### src/rtl/ahb_lite_cpu_master.sv
`default_nettype none
//------------------------------------------------------------------------------
// ahb_lite_cpu_master - one CPU load/store to one AHB-Lite SINGLE transfer (rev 1.0)
//------------------------------------------------------------------------------
module ahb_lite_cpu_master #(
  parameter int ADDR_WIDTH     = 32,
  parameter int DATA_WIDTH     = 32,
  parameter int TIMEOUT_CYCLES = 16
) (
  input  logic                  clk,
  input  logic                  reset,
  input  logic                  cpu_req,
  input  logic                  cpu_we,
  input  logic [2:0]            cpu_func3,
  input  logic [ADDR_WIDTH-1:0] cpu_addr,
  input  logic [DATA_WIDTH-1:0] cpu_wdata,
  output logic                  cpu_busy,
  output logic                  cpu_done,
  output logic                  cpu_err,
  output logic [DATA_WIDTH-1:0] cpu_rdata,
  output logic [ADDR_WIDTH-1:0] HADDR,
  output logic [1:0]            HTRANS,
  output logic                  HWRITE,
  output logic [2:0]            HSIZE,
  output logic [2:0]            HBURST,
  output logic [DATA_WIDTH-1:0] HWDATA,
  input  logic [DATA_WIDTH-1:0] HRDATA,
  input  logic                  HREADY,
  input  logic                  HRESP
);

  localparam int LANE_BITS = $clog2(DATA_WIDTH / 8);
  localparam int WD_WIDTH  = $clog2(TIMEOUT_CYCLES + 1);

  typedef enum logic [1:0] {
    IDLE = 2'd0,
    ADDR = 2'd1,
    DATA = 2'd2,
    DONE = 2'd3
  } state_t;

  state_t                r_state, w_state_next;
  logic [ADDR_WIDTH-1:0] r_addr;
  logic [2:0]            r_func3;
  logic                  r_we;
  logic [DATA_WIDTH-1:0] r_wdata;
  logic [DATA_WIDTH-1:0] r_rdata, w_rdata_next;
  logic                  r_err, w_err_next;
  logic [WD_WIDTH-1:0]   r_wd, w_wd_next;
  logic                  w_accept;
  logic                  w_misaligned, w_illegal;
  logic [DATA_WIDTH-1:0] w_lane_data, w_load_ext, w_store_rep;

  always_comb begin
    w_misaligned = 1'b0;
    case (cpu_func3[1:0])
      2'b01:   w_misaligned = cpu_addr[0];
      2'b10:   w_misaligned = |cpu_addr[1:0];
      2'b11:   w_misaligned = |cpu_addr[2:0];
      default: w_misaligned = 1'b0;
    endcase
    w_illegal = w_misaligned
             || (!cpu_we && (cpu_func3 == 3'b111))
             || (cpu_we && cpu_func3[2])
             || ((DATA_WIDTH == 32) && ((cpu_func3 == 3'b011) || (cpu_func3 == 3'b110)));
  end

  // Selected lane is shifted down to bit 0 before extension.
  always_comb begin
    w_lane_data = HRDATA >> {r_addr[LANE_BITS-1:0], 3'b000};
    case (r_func3)
      3'b000:  w_load_ext = DATA_WIDTH'(signed'(w_lane_data[7:0]));
      3'b001:  w_load_ext = DATA_WIDTH'(signed'(w_lane_data[15:0]));
      3'b010:  w_load_ext = DATA_WIDTH'(signed'(w_lane_data[31:0]));
      3'b100:  w_load_ext = DATA_WIDTH'(w_lane_data[7:0]);
      3'b101:  w_load_ext = DATA_WIDTH'(w_lane_data[15:0]);
      3'b110:  w_load_ext = DATA_WIDTH'(w_lane_data[31:0]);
      default: w_load_ext = w_lane_data;
    endcase
  end

  always_comb begin
    case (r_func3[1:0])
      2'b00:   w_store_rep = {(DATA_WIDTH / 8){r_wdata[7:0]}};
      2'b01:   w_store_rep = {(DATA_WIDTH / 16){r_wdata[15:0]}};
      2'b10:   w_store_rep = {(DATA_WIDTH / 32){r_wdata[31:0]}};
      default: w_store_rep = r_wdata;
    endcase
  end

  always_comb begin
    w_state_next = r_state;
    w_wd_next    = r_wd;
    w_err_next   = r_err;
    w_rdata_next = r_rdata;
    w_accept     = 1'b0;
    case (r_state)
      IDLE: begin
        w_wd_next = '0;
        if (cpu_req) begin
          if (w_illegal) begin
            w_state_next = DONE;
            w_err_next   = 1'b1;
          end else begin
            w_state_next = ADDR;
            w_accept     = 1'b1;
          end
        end
      end
      ADDR: begin
        if (HREADY) begin
          w_state_next = DATA;
          w_wd_next    = '0;
        end else if (r_wd == WD_WIDTH'(TIMEOUT_CYCLES - 1)) begin
          w_state_next = DONE;
          w_err_next   = 1'b1;
          w_wd_next    = '0;
        end else begin
          w_wd_next = r_wd + WD_WIDTH'(1);
        end
      end
      DATA: begin
        // An ERROR response only counts on its second (HREADY high) cycle.
        if (HREADY) begin
          w_state_next = DONE;
          w_wd_next    = '0;
          w_err_next   = HRESP;
          if (!HRESP && !r_we) begin
            w_rdata_next = w_load_ext;
          end
        end else if (r_wd == WD_WIDTH'(TIMEOUT_CYCLES - 1)) begin
          w_state_next = DONE;
          w_err_next   = 1'b1;
          w_wd_next    = '0;
        end else begin
          w_wd_next = r_wd + WD_WIDTH'(1);
        end
      end
      default: w_state_next = IDLE;
    endcase
  end

  always_ff @(posedge clk) begin
    if (reset) begin
      r_state <= IDLE;
      r_addr  <= '0;
      r_func3 <= '0;
      r_we    <= 1'b0;
      r_wdata <= '0;
      r_rdata <= '0;
      r_err   <= 1'b0;
      r_wd    <= '0;
    end else begin
      r_state <= w_state_next;
      r_rdata <= w_rdata_next;
      r_err   <= w_err_next;
      r_wd    <= w_wd_next;
      if (w_accept) begin
        r_addr  <= cpu_addr;
        r_func3 <= cpu_func3;
        r_we    <= cpu_we;
        r_wdata <= cpu_wdata;
      end
    end
  end

  assign HTRANS    = (r_state == ADDR) ? 2'b10 : 2'b00;
  assign HADDR     = (r_state == ADDR) ? r_addr : '0;
  assign HWRITE    = (r_state == ADDR) && r_we;
  assign HSIZE     = (r_state == ADDR) ? {1'b0, r_func3[1:0]} : 3'b000;
  assign HBURST    = 3'b000;
  assign HWDATA    = ((r_state == DATA) && r_we) ? w_store_rep : '0;
  assign cpu_busy  = (r_state == ADDR) || (r_state == DATA);
  assign cpu_done  = (r_state == DONE);
  assign cpu_err   = r_err;
  assign cpu_rdata = r_rdata;

endmodule
`default_nettype wire

### config.mk
export PLATFORM = sky130hd
export DESIGN_NAME = ahb_lite_cpu_master
export DESIGN_NICKNAME = d
export VERILOG_FILES = /design/src/rtl/ahb_lite_cpu_master.sv
export SDC_FILE = /design/constraint.sdc
export NUM_CORES = 1
export LEC_CHECK = 0
export BUFFER_PORTS_ARGS = -buffer_cell sky130_fd_sc_hd__buf_2
export CAP_MARGIN = 25
export CORE_AREA = 4 4 117 119
export DETAILED_ROUTE_END_ITERATION = 7
export DIE_AREA = 0 0 121 123
export PLACE_DENSITY = 0.87
export SYNTH_ARGS = -nofsm -noshare
export SYNTH_HDL_FRONTEND = slang
export SYNTH_SLANG_ARGS = --single-unit
export TNS_END_PERCENT = 10
### constraint.sdc
create_clock -name clk -period 1.57 [get_ports clk]
set_input_delay 0.0785 -clock clk [delete_from_list [all_inputs] [get_ports clk]]
set_output_delay 0.0785 -clock clk [all_outputs]
set_load 0.01 [all_outputs]
==> out/qor.csv <==
stage,metric,value,unit
sta,RSZ-0062 raised after global routing,true,
clock_tree,clk sink count,108,
synth,post-synthesis cell area,5420,um2
global_route,largest net degree at the start of global routing,49,
drt,routed wire length per instance,18.1,um
sta,skew final,4.77,ps
synth,sequential area share after synthesis,0.399,
clock_tree,Bufs on Longest Clock Path,2,
cells_and_area,synthesis-to-finish area growth,55.2,%
cells_and_area,post-route cell area,8420,um2
global_route,vias in the first global route,6118,
placed_design,RePlAce Congestion,0.887,
clock_tree,Clock Pin Slew Worst Setup and Hold Paths,70,ps
floorplan,Die Span X,121,um
sta,total negative slack,-337,ps
drt,Residual DRC,0,
floorplan,chip height,123,um
synth,"Primary FF master, synth",dfxtp_1,
floorplan,I/O pins,213,
setup_path,Worst EP arrival,1910,ps
synth,async set-reset flop share out of synthesis,0,
placed_design,IO buf count,207,
drt,Iter 0 DRT Violations,667,
synth,YS warnings,0,
sta,Slew Limit Fails,0,
global_route,grt total ovfl,0,
drt,DRT Pass-1 Iters,5,
sta,Fin. Hold Viols,0,
synth,Syn Inst Count,698,
floorplan,Starting Density,0.432,
drt,via count,6405,
pwr,maximum VDD drop,0.000789,V
global_route,initial antenna violation count,2,
global_route,global-route wire length before repair,30.2,mm
clock_tree,Num CTS Buffers,9,
setup_path,WP data required,1860,ps
placed_design,placed cell area,6880,um2
cells_and_area,Layout Nets,1095,
sta,Setup Viol. Count Final,17,
setup_path,flop2flop setup slack,-50,ps
run_status,failing checks,setup timing,
drt,vias per inst,5.51,
placed_design,# placed instances,1060,
synth,syn_area_per_cell,7.77,um2
global_route,gr usage total,0.256,
clock_tree,H-tree level count,3,
synth,synth unique cells,48,
placed_design,dpl hpwl,12.7,mm
run,number of max-cap violations,0,
sta,fmax,618,MHz
floorplan,row count,41,
synth,Seq cells post-synth,108,
setup_path,CP Capture Type,flip-flop,
synth,Post-synth EDFFs,0,
clock_tree,CTS tree,built,
clock_tree,clock root cell,clkbuf_16,
setup_path,Setup Crit Path Kind,flip-flop to flip-flop,
floorplan,core area,12600,um2
drt,Post-DRT Antenna Nets,0,
cells_and_area,layout cell share with drive strength beyond 1,0.372,
clock_tree,insertion delay to the later sink of the worst-skew pair,350,ps
worst_hold_path,worst min path class,input port to flip-flop,
pwr,Static Leak,3.53,nW
sta,final setup margin,-49.0,ps
drt,final WL,21.1,mm
pwr,pwr/cell area,1010,nW/um2
setup_path,CP Max Fanout,5,
setup_path,Startpoint Class,flip-flop,
sta,Tcrit/Tclk final,1.03,
pwr,Overall Power,0.00849,W
floorplan,Die ar.,14900,um2
run_status,outcome,"finished, violations left",
sta,Final min period,1620,ps
cells_and_area,Finished Layout Cells,1163,
[repair_timing]
action,4_1_cts,5_1_grt
resized for setup,36,49
hold buffers,68,0
pin swaps,4,27
setup endpoints to repair,76,150
gates cloned,2,4
endpoints found under the hold margin,68,0
buffers inserted,7,4
[cells in the final DEF (no fill, tap or decap), drive strengths merged, types with 9 or more instances in the layout]
cell and instances:
a21oi 105, nor3 9, mux2 15, buf 260, dlygate4sd3 68, nor2 55
mux2i 25, nand2 189, dfxtp 108, and2 35, clkbuf 16, a211oi 21
[cell usage after synthesis, drive strengths merged, types with 2 or more instances]
| cell type | n | area share |
|---|---|---|
| nand2 | 189 | 0.13 |
| dfxtp | 108 | 0.40 |
| a21oi | 105 | 0.097 |
| nor2 | 55 | 0.038 |
| and2 | 35 | 0.040 |
| clkbuf | 34 | 0.024 |
| buf | 28 | 0.033 |
| mux2i | 25 | 0.046 |
| a211oi | 21 | 0.039 |
| mux2 | 15 | 0.031 |
| nor3 | 9 | 0.0083 |
| and3 | 8 | 0.0092 |
| o211ai | 8 | 0.012 |
| ha | 7 | 0.016 |
| o2bb2ai | 7 | 0.011 |
| inv | 4 | 0.0028 |
| a31oi | 3 | 0.0046 |
| nand2b | 3 | 0.0035 |
| nor3b | 3 | 0.0042 |
| o21ai | 3 | 0.0028 |
| a221oi | 2 | 0.0044 |
| and4b | 2 | 0.0037 |
| nand3 | 2 | 0.0018 |
| nor2b | 2 | 0.0023 |
| o31ai | 2 | 0.0028 |
| or2 | 2 | 0.0023 |
| or3 | 2 | 0.0023 |
[critical path, cell delays in order (launching register included)]
cell	delay, ps
dfxtp_2	360
inv_4	50
buf_6	120
ha_4	280
nand2b_4	60
or2_4	240
or3_4	330
a21oi_2	120
[final cells by class]
type | instances | area [um2]
antenna | 3 | 7.51
clock inverter | 4 | 46.3
fill | 934 | 4150
multi-input combinational | 528 | 3230
sequential | 108 | 2180
timing repair buffer | 332 | 2460
tap | 172 | 215
clock buffer | 12 | 256
inverter | 4 | 20.0
[power breakdown]
| group | internal, W | switching (W) | total, W | leakage, nW |
|---|---|---|---|---|
| Sequential | 0.00301 | 0.000211 | 0.00322 | 0.880 |
| Combinational | 0.00140 | 0.00153 | 0.00292 | 2.49 |
| Clock | 0.00132 | 0.00102 | 0.00234 | 0.153 |
[cells by family (layout without fill, tap and decap cells)]
logic type               after synthesis  after routing  share of synthesized area
AO/OA/AOI/OAI                        156            156                      0.181
XOR/XNOR                               1              1                    0.00162
adder cells (fa/ha/maj)                7              7                     0.0161
buffers and inverters                 66            352                     0.0593
flip-flops                           108            108                      0.399
multiplexers                          41             41                     0.0821
other                                  1              8                   0.000691
AND/OR/NAND/NOR                      318            318                      0.260
[state kept, by name, indices dropped and copies added, names as in the netlist]
signal	count
cpu_rdata	32
r_we	1
r_state	2
r_addr	32
cpu_err	1
r_func3	3
r_wd	5
r_wdata	32
[routing by layer]
metal	global-route usage	up-vias	routed length, um
li1	-	2921	-
met1	0.269	2947	7410
met2	0.470	448	10800
met3	0.0618	89	1820
met4	0.145	0	1080
met5	0	-	0
[final timing paths]
path	startpoint	endpoint	cells past startpoint
worst max register to register	r_state[0]	r_wd[0]	7
worst max-delay path	r_state[0]	r_wd[0]	7
worst min-delay path	reset	r_wd[0]	2
worst min register to register	r_addr[18]	r_addr[18]	2
[metrics by stage]
stage / hold slack [ps] / utilization / worst slack (ps)
2_1_floorplan: 214 / - / 5.23
3_3_place_gp: 319 / 0.547 / 5.07
3_5_place_dp: 324 / 0.547 / -87.6
4_1_cts: 1.10 / 0.645 / -43.8
5_1_grt: 9.29 / 0.670 / -84.2
6_report: 9.47 / 0.670 / -49.0
No activity file was read; power rests on OpenSTA's default activity.
